==> config.mk <==
export PLATFORM = sky130hd
export DESIGN_NAME = uart_tx_arbiter
export DESIGN_NICKNAME = d
export VERILOG_FILES = /design/src/rtl/uart_tx_arbiter.sv
export SDC_FILE = /design/constraint.sdc
export NUM_CORES = 1
export LEC_CHECK = 0
export CAP_MARGIN = 40
export CORE_MARGIN = 1.5
export CORE_UTILIZATION = 40
export DETAILED_ROUTE_END_ITERATION = 12
export GPL_TIMING_DRIVEN = 0
export SLEW_MARGIN = 25
export SYNTH_ARGS = -nofsm -noshare
export SYNTH_HDL_FRONTEND = slang
export SYNTH_SLANG_ARGS = --single-unit
==> constraint.sdc <==
create_clock -name clk -period 4.15 [get_ports clk]
set_input_delay 0.83 -clock clk [delete_from_list [all_inputs] [get_ports clk]]
set_output_delay 0.83 -clock clk [all_outputs]
set_load 0.05 [all_outputs]
==> src/rtl/uart_tx_arbiter.sv <==
// Two-source round-robin arbiter in front of a single 8N1 UART transmitter.
// A byte is taken on a valid/ready handshake in IDLE and sent LSB first.
module uart_tx_arbiter #(
    parameter int CLKS_PER_BIT = 10416
) (
    input  logic       clk,
    input  logic       rst_n,
    input  logic [7:0] req0_data,
    input  logic       req0_valid,
    output logic       req0_ready,
    input  logic [7:0] req1_data,
    input  logic       req1_valid,
    output logic       req1_ready,
    output logic       tx,
    output logic       busy,
    output logic       grant_id,
    output logic       frame_done
);
    // state | meaning
    // IDLE  | line high, waiting for a handshake
    // START | start bit (low)
    // DATA  | data bits, LSB first, indexed by bit_idx
    // STOP  | stop bit (high), frame_done on its last cycle
    typedef enum logic [1:0] {IDLE, START, DATA, STOP} state_t;

    localparam int CNT_W = $clog2(CLKS_PER_BIT);
    localparam logic [CNT_W-1:0] CNT_MAX = CNT_W'(CLKS_PER_BIT - 1);
    localparam logic [CNT_W-1:0] CNT_PRE = CNT_W'(CLKS_PER_BIT - 2);

    state_t           state, state_d;
    logic [CNT_W-1:0] cnt, cnt_d;
    logic [2:0]       bit_idx, bit_idx_d;
    logic [7:0]       shift, shift_d;
    logic             tx_d, busy_d, grant_d, frame_done_d;
    logic             last_grant, last_grant_d;
    logic             winner, xfer, end_bit;

    // Ties go to the requester that was not served last.
    assign winner     = req1_valid && (!req0_valid || !last_grant);
    assign req0_ready = rst_n && (state == IDLE) && req0_valid && !winner;
    assign req1_ready = rst_n && (state == IDLE) && req1_valid && winner;
    assign xfer       = req0_ready || req1_ready;
    assign end_bit    = (cnt == CNT_MAX);

    always_ff @(posedge clk or negedge rst_n) begin
        if (!rst_n) begin
            state      <= IDLE;
            cnt        <= '0;
            bit_idx    <= '0;
            shift      <= '0;
            tx         <= 1'b1;
            busy       <= 1'b0;
            grant_id   <= 1'b0;
            frame_done <= 1'b0;
            last_grant <= 1'b1;
        end else begin
            state      <= state_d;
            cnt        <= cnt_d;
            bit_idx    <= bit_idx_d;
            shift      <= shift_d;
            tx         <= tx_d;
            busy       <= busy_d;
            grant_id   <= grant_d;
            frame_done <= frame_done_d;
            last_grant <= last_grant_d;
        end
    end

    always_comb begin
        state_d      = state;
        cnt_d        = cnt + 1'b1;
        bit_idx_d    = bit_idx;
        shift_d      = shift;
        tx_d         = tx;
        busy_d       = busy;
        grant_d      = grant_id;
        frame_done_d = 1'b0;
        last_grant_d = last_grant;
        case (state)
            IDLE: begin
                cnt_d = '0;
                if (xfer) begin
                    shift_d      = winner ? req1_data : req0_data;
                    grant_d      = winner;
                    last_grant_d = winner;
                    busy_d       = 1'b1;
                    tx_d         = 1'b0;
                    bit_idx_d    = '0;
                    state_d      = START;
                end
            end
            START: begin
                if (end_bit) begin
                    cnt_d   = '0;
                    tx_d    = shift[0];
                    state_d = DATA;
                end
            end
            DATA: begin
                if (end_bit) begin
                    cnt_d = '0;
                    if (bit_idx == 3'd7) begin
                        tx_d    = 1'b1;
                        state_d = STOP;
                    end else begin
                        bit_idx_d = bit_idx + 3'd1;
                        tx_d      = shift[1];
                        shift_d   = {1'b0, shift[7:1]};
                    end
                end
            end
            STOP: begin
                // Registered pulse: set one cycle early so it lands on the last stop cycle.
                if (cnt == CNT_PRE) frame_done_d = 1'b1;
                if (end_bit) begin
                    cnt_d   = '0;
                    busy_d  = 1'b0;
                    state_d = IDLE;
                end
            end
            default: state_d = IDLE;
        endcase
    end
endmodule

**Yosys cells after proc, flatten, opt, wreduce, memory -nomap -nowiden**

Index checks and enable logic that the tools add are counted.

- Add/sub/neg operators: 2
- Eq/ne operators: 12
- Multiplexer cells: 27
- Reduce and logical (&&, ||, !) cells: 21

Operator list:

| operator | number |
|---|---|
| $mux W8 | 4 |
| $eq A14 B14 Y1 const B | 2 |
| $pmux W14 S2 | 1 |
| $pmux W8 S2 | 1 |
| $add A14 B1 Y14 const B | 1 |
| $mux W14 | 1 |
| $ne A2 B2 Y1 const B | 6 |
| $mux W2 | 5 |
| $mux W3 | 3 |
| $mux W1 | 8 |
| $pmux W2 S4 | 1 |
| $reduce_and A4 Y1 | 2 |
| $logic_and A1 B1 Y1 | 6 |
| $pmux W3 S2 | 1 |
| $reduce_and A5 Y1 | 1 |
| $eq A2 B2 Y1 const B | 2 |
| $reduce_bool A2 Y1 | 2 |
| $add A3 B1 Y3 const B | 1 |
| $eq A3 B3 Y1 const B | 1 |
| $logic_not A1 Y1 | 3 |
| $pmux W1 S3 | 1 |
| $reduce_and A3 Y1 | 1 |
| $reduce_bool A3 Y1 | 1 |
| $reduce_or A3 Y1 | 1 |
| 5 further kinds | 6 |

- Register bits after elaboration: 32
- Input port bits: 20
- Logic and storage cells: 71

**Logic depth before layout (Yosys ltp)**

Gate-level depths: netlist (run 1).

- Word-level depth: 8
- Gate-level depth with buffers: 7
- Gate-level depth less buffers: 6

**Least setup slack after synthesis (run 1)**

Ideal clock, no wire load.

- Kind: input-to-output
- Start: input port req1_valid
- End: output port req0_ready
- Data arrival time: 1.894 ns
- Path slack: 1.426 ns
- Stages: 3
- Path buffers: 1
- Cells stage by stage: a21boi_0 buf_1 nor2_1

- Word-level cells in the longest chain between the ends: 3

RTL lines:

| what | line | text |
|---|---|---|
| start: declaration | 12 | `input logic req1_valid,` |
| $logic_and A1 B1 Y1 | 39 | `assign winner = req1_valid && (!req0_valid \|\| !last_grant);` |
| $logic_not A1 Y1 | 40 | `assign req0_ready = rst_n && (state == IDLE) && req0_valid && !winner;` |
| $logic_and A1 B1 Y1 | 40 |  |
| end: declaration | 10 | `output logic req0_ready,` |

No other way between the ends.

**Worst setup path after layout (run 1)**

Same ends and word-level chain as after synthesis.

==> impl_metrics.toml, run 1 <==
[critical_path]
worstSetupEndpointType = "primary output"
slowest_stage = "clkdlybuf4s50_1"
r2r_cells = 4
crit_type = "in2out"
timing.rr.end = "state[1]"
ff2ff_setup_slack_ns = 1.99
max_stage_delay_ns = 0.72
worstPathMaxFanout = 9
path_cells = "clkdlybuf4s50_1, a21boi_0, buf_1, nor2_1, clkdlybuf4s50_1"
cp_common_cell = "clkdlybuf4s50_1"
cp.required_ns = 3.32
worstPathArrival_ns = 2.83
critPathLaunchType = "input port"
regToRegStartpoint = "cnt[10]"

[synth]
synth_cell_type_count = 42
yosysWarnings = 0
syn_avg_cell_area_um2 = 10.2
ys_top_cells_by_area = "dfrtp_1 42%, ha_1 6.3%, xnor2_1 5.4%"
synth_seq_area_share_pct = 44.8
synth_top_cell_by_area = "dfrtp_1"
synth-seq-cells = 32
ys.flop_type = "dfrtp_1"
synth_most_common_cell = "dfrtp_1"
synth.top_cell.area_share_pct = 41.9
synthArstFlopShare_pct = 100
synth_edf_count = 0
synth_nets = 205
synth_cells = 176
synth_area_um2 = 1790
synth.top_cells.by_count = "30 x dfrtp_1, 19 x nor2_1, 16 x nand2_1, 13 x o21ai_0, 11 x xnor2_1"

[run_status]
outcome = "finished, final reports clean"

[grt]
grt_pass1_wl_um = 6410
grt-ovfl-total = 0
grt_max_degree = 24
grtUsageTotal_pct = 16.4
grt_pass1_vias = 1461
antenna_found_initial = 0

[cts]
cts_resized = 0
cts_sinks = 32
ctsHoldBuffers = 0
htreeDepth = 2
clkTransAtPathRegs_ns = 0.07
clockBufferDepth = 2
numCtsBuffers = 5
cts_tree = "done"
cts-root-buf = "clkbuf_8"
postCtsSetupBuffers = 0
clock_latency_ns = 0.29

[placement]
place_inst = 254
portBuffers = 25
place_congestion = 0.809
dp_hpwl_um = 2670
place_area_um2 = 2130

[drt]
drtIter0Drc = 71
wirelength_um = 3610
highest_layer = "met4"
drtPass1Iterations = 4
met1Wirelength_um = 1550
postRouteAntennaNets = 0
wl_met2_um = 1820
drc_errors = 0
viasPerCell = 5.27
route.met3.wl_um = 173
vias = 1382
wire_per_inst_um = 13.8

[worst_hold_path]
holdCritPathClass = "in2async"

[timing]
hold_viol_final = 0
fmax_ghz = 0.273
rsz0062_at_grt = "false"
period_share_pct = 88.1
max_slew_margin_pct = 59.6
period_needed_ns = 3.66
setup_viol = 0
tightest_slew_ns = 0.606
final_max_slew_viol_count = 0
final.setup_skew_ns = 0.0117

[job]
drv_cap = 0

[layout]
layout.nets = 238
diodes = 0
drive_gt1_share_pct = 13.8
fin_area_um2 = 2220
area_growth_pct = 23.9
fin_cells = 262
final_util_pct = 51.3

[floorplan]
ios = 26
fp.coreArea_um2 = 4320
start_util_pct = 41.4
die_area_um2 = 4890
fp.dieW_um = 69.9
rows = 24
die_h_um = 69.9

[pwr]
p_leak_nw = 0.988
p_per_area_nw_per_um2 = 268
irDropWorstVdd_mv = 0.180
[sequential cells by signal, summed over array words and instances, names as in the netlist]
| signal | flops |
|---|---|
| busy | 1 |
| tx | 1 |
| frame_done | 1 |
| state | 2 |
| last_grant | 1 |
| bit_idx | 3 |
| shift | 8 |
| grant_id | 1 |
| cnt | 14 |
[logic make-up (layout without fill, tap and decap cells)]
kind of cell / Yosys count / count (layout) / share of synthesized area, %
mux: 16 / 16 / 9.57
xor+xnor: 12 / 12 / 5.87
flops: 32 / 32 / 44.8
fa+ha+maj: 9 / 9 / 6.29
buf+inv: 13 / 47 / 2.93
compound gates: 29 / 29 / 11.4
simple gates: 65 / 65 / 19.1
[critical path, delay by kind of cell]
family | cells | cell delay, ns
buffers and inverters | 3 | 1.72
and+or+nand+nor | 1 | 0.10
AOI/OAI and AO/OA | 1 | 0.18
[power breakdown]
part           total [mW]  switching [mW]  internal [mW]  leakage [nW]
clock network       0.244           0.109          0.135        0.0455
registers           0.312               0          0.312         0.415
logic              0.0390          0.0156         0.0234         0.528
total               0.595           0.125          0.471         0.988
[how the worst max path moves through the flow]
stage / end / slack [ns] / startpoint / cells after the start
finish: req0_ready / 0.49 / req1_valid / 5
global route: req0_ready / 0.32 / req1_valid / 5
CTS: req0_ready / 0.48 / req1_valid / 5
detailed placement: req0_ready / 0.47 / req1_valid / 5
global placement: req0_ready / -0.34 / rst_n / 4
floorplan: req0_ready / 1.43 / req1_valid / 3
[routing by layer]
layer	track usage, %	vias to the layer above
met1	19.4	657
met3	3.46	8
met5	0	-
met2	28.1	33
met4	7.91	0
li1	-	684
[cells in the final DEF, fill, tap and decap left out, drive strengths merged, types with 2 or more instances in the layout]
cell type,n
nor2,19
a21oi,2
nand3,6
dfrtp,30
dfstp,2
ha,9
mux2,9
inv,8
nand2b,4
clkdlybuf4s50,24
o211ai,2
o21ai,14
nor4,6
clkbuf,11
nor3,5
mux2i,7
buf,4
xnor2,11
a22o,2
nand4,3
nand2,16
[stage by stage]
step           setup TNS (ns)  power (mW)  setup WS (ns)  hold WS [ns]
2_1_floorplan               0       0.327           1.43         0.466
3_3_place_gp           -0.668       0.353         -0.341         0.458
3_5_place_dp                0       0.357          0.473         0.482
4_1_cts                     0       0.606          0.477         0.433
5_1_grt                     0       0.621          0.320         0.449
6_report                    0       0.595          0.493         0.433
[final cells by class]
cell class | count | area, um^2
Fill cell | 405 | 2100
Multi-Input combinational cell | 131 | 936
Sequential cell | 32 | 803
Timing Repair Buffer | 26 | 273
Clock buffer | 8 | 90.1
Tap cell | 52 | 65.1
Inverter | 8 | 30.0
Buffer | 5 | 22.5
Note: power is estimated with default switching activity, not from simulation.
==> run 2, diff against run 1 <==
Settings changed: GPL_TIMING_DRIVEN 0 to not set.
==> run 2 against run 1 <==
Critical path depth stayed put. Via count is 0.65% lower. Worst setup slack better by 0.80 ns. Final cell count is 1.9% lower. Die area stayed put. Sequential power hardly changed. Utilization is 0.52 points lower. Power is 4.0% lower. Clock skew is 0.0086 ns lower. Fmax is 28% higher.
==> impl_metrics.toml, run 2 (same netlist as run 1, synthesis figures left out) <==
[run_status]
outcome = "finished, final reports clean"

[timing]
tightest_slew_ns = 0.710
hold_viol_final = 0
final.setup_skew_ns = 0.00309
fmax_ghz = 0.350
setup_viol = 0
whs_ns = 0.480
period_needed_ns = 2.86
rsz0062_at_grt = "false"
final_max_slew_viol_count = 0
period_share_pct = 68.9
setup_tns_ns = 0
max_slew_margin_pct = 52.7

[drt]
postRouteAntennaNets = 0
wirelength_um = 3570
drtIter0Drc = 41
viasPerCell = 5.34
vias = 1373
drtPass1Iterations = 4
drc_errors = 0
wire_per_inst_um = 13.9

[pwr]
p_leak_nw = 0.980
clockPowerShare_pct = 38.8
irDropWorstVdd_mv = 0.148
seqPwrFrac_pct = 54.6
intPower_mw = 0.448
p_switching_mw = 0.123
combinationalPowerShare_pct = 6.6
p_per_area_nw_per_um2 = 260
switching_share_pct = 21.6

[grt]
antenna_found_initial = 0
gr-usage-met2_pct = 25.5
grt_pass1_wl_um = 5980
grt-ovfl-total = 0
grt_most_used_layer = "met2"
grt_util_met1_pct = 18.2
grt_max_degree = 32
grtUsageTotal_pct = 15.5
grt_pass1_vias = 1338
grt_util_met3_pct = 6.20

[floorplan]
fp.coreArea_um2 = 4320
start_util_pct = 41.4
die_h_um = 69.9
die_area_um2 = 4890
rows = 24
fp.dieW_um = 69.9
ios = 26

[critical_path]
worstPathMaxFanout = 9
worstPathArrival_ns = 2.03
critPathLaunchType = "input port"
cp.required_ns = 3.32
worstSetupEndpointType = "primary output"
crit_type = "in2out"

[layout]
final_cell_mix = "30 x dfrtp_1, 23 x clkdlybuf4s50_1, 19 x nor2_1"
largest_registers = "cnt (14), shift (8), bit_idx (3)"
fin_cells = 257
regMostFlops = "cnt"
layout_commonest_cell = "dfrtp_1"
largest_reg_flops = 14
drive_gt1_share_pct = 14.6
area_growth_pct = 22.6
layout.nets = 234
diodes = 0
final_util_pct = 50.8

[placement]
place_congestion = 0.786
place_inst = 250
dp_hpwl_um = 2570
portBuffers = 25

[worst_hold_path]
holdCritPathClass = "reg2reg"

[cts]
numCtsBuffers = 5
postCtsSetupBuffers = 0
cts-root-buf = "clkbuf_8"
clkTransAtPathRegs_ns = 0.06
htreeDepth = 2
cts_tree = "done"
cts_sinks = 32
cts_resized = 0
clockBufferDepth = 2
clock_latency_ns = 0.28
ctsHoldBuffers = 0

[job]
drv_cap = 0
==> run 2: final cells by class <==
cell class	instances	area, um^2
fill	402	2130
multi-input combinational	131	936
sequential	32	803
timing repair buffer	27	285
clock buffer	6	72.6
tap	52	65.1
inverter	8	30.0
clock inverter	1	5.00
==> run 2: routing by layer <==
metal  wire length [um]  vias up
li1                   -      679
met1               1610      661
met2               1710       27
met3                192        6
met4                 55        0
met5                  0        -
==> run 2: worst paths after layout <==
path                            start         end  slack, ns  cells past startpoint
setup / recovery           req0_valid  req0_ready       1.29                      5
setup reg to reg             state[0]    shift[4]       1.59                      6
hold / removal                     tx          tx       0.48                      1
min in group asynchronous       rst_n    grant_id       0.75                      1
max in group asynchronous       rst_n          tx       2.72                      2
hold reg to reg                    tx          tx       0.48                      1
==> run 2: through the flow <==
step / power [mW] / worst slack (ns) / cell area (um^2)
4_1_cts: 0.581 / 1.28 / 2200
2_1_floorplan: 0.327 / 1.43 / 1790
5_1_grt: 0.597 / 1.20 / 2200
3_5_place_dp: 0.356 / 1.29 / 2120
3_3_place_gp: 0.355 / 1.33 / 2120
6_report: 0.571 / 1.29 / 2200
==> run 2: worst max-delay path, cell delays in order <==
cell	delay (ns)
clkdlybuf4s50_1	0.54
a21boi_0	0.11
buf_4	0.19
nor2_1	0.19
buf_12	0.16
==> run 2: power by group through the flow <==
| stage | sequential (mW) | combinational (mW) | clock [mW] |
|---|---|---|---|
| 3_5_place_dp | 0.318 | 0.0383 | 0 |
| 5_1_grt | 0.312 | 0.0415 | 0.244 |
| 2_1_floorplan | 0.318 | 0.00957 | 0 |
| 3_3_place_gp | 0.318 | 0.0372 | 0 |
| 4_1_cts | 0.312 | 0.0387 | 0.230 |
| 6_report | 0.312 | 0.0376 | 0.222 |
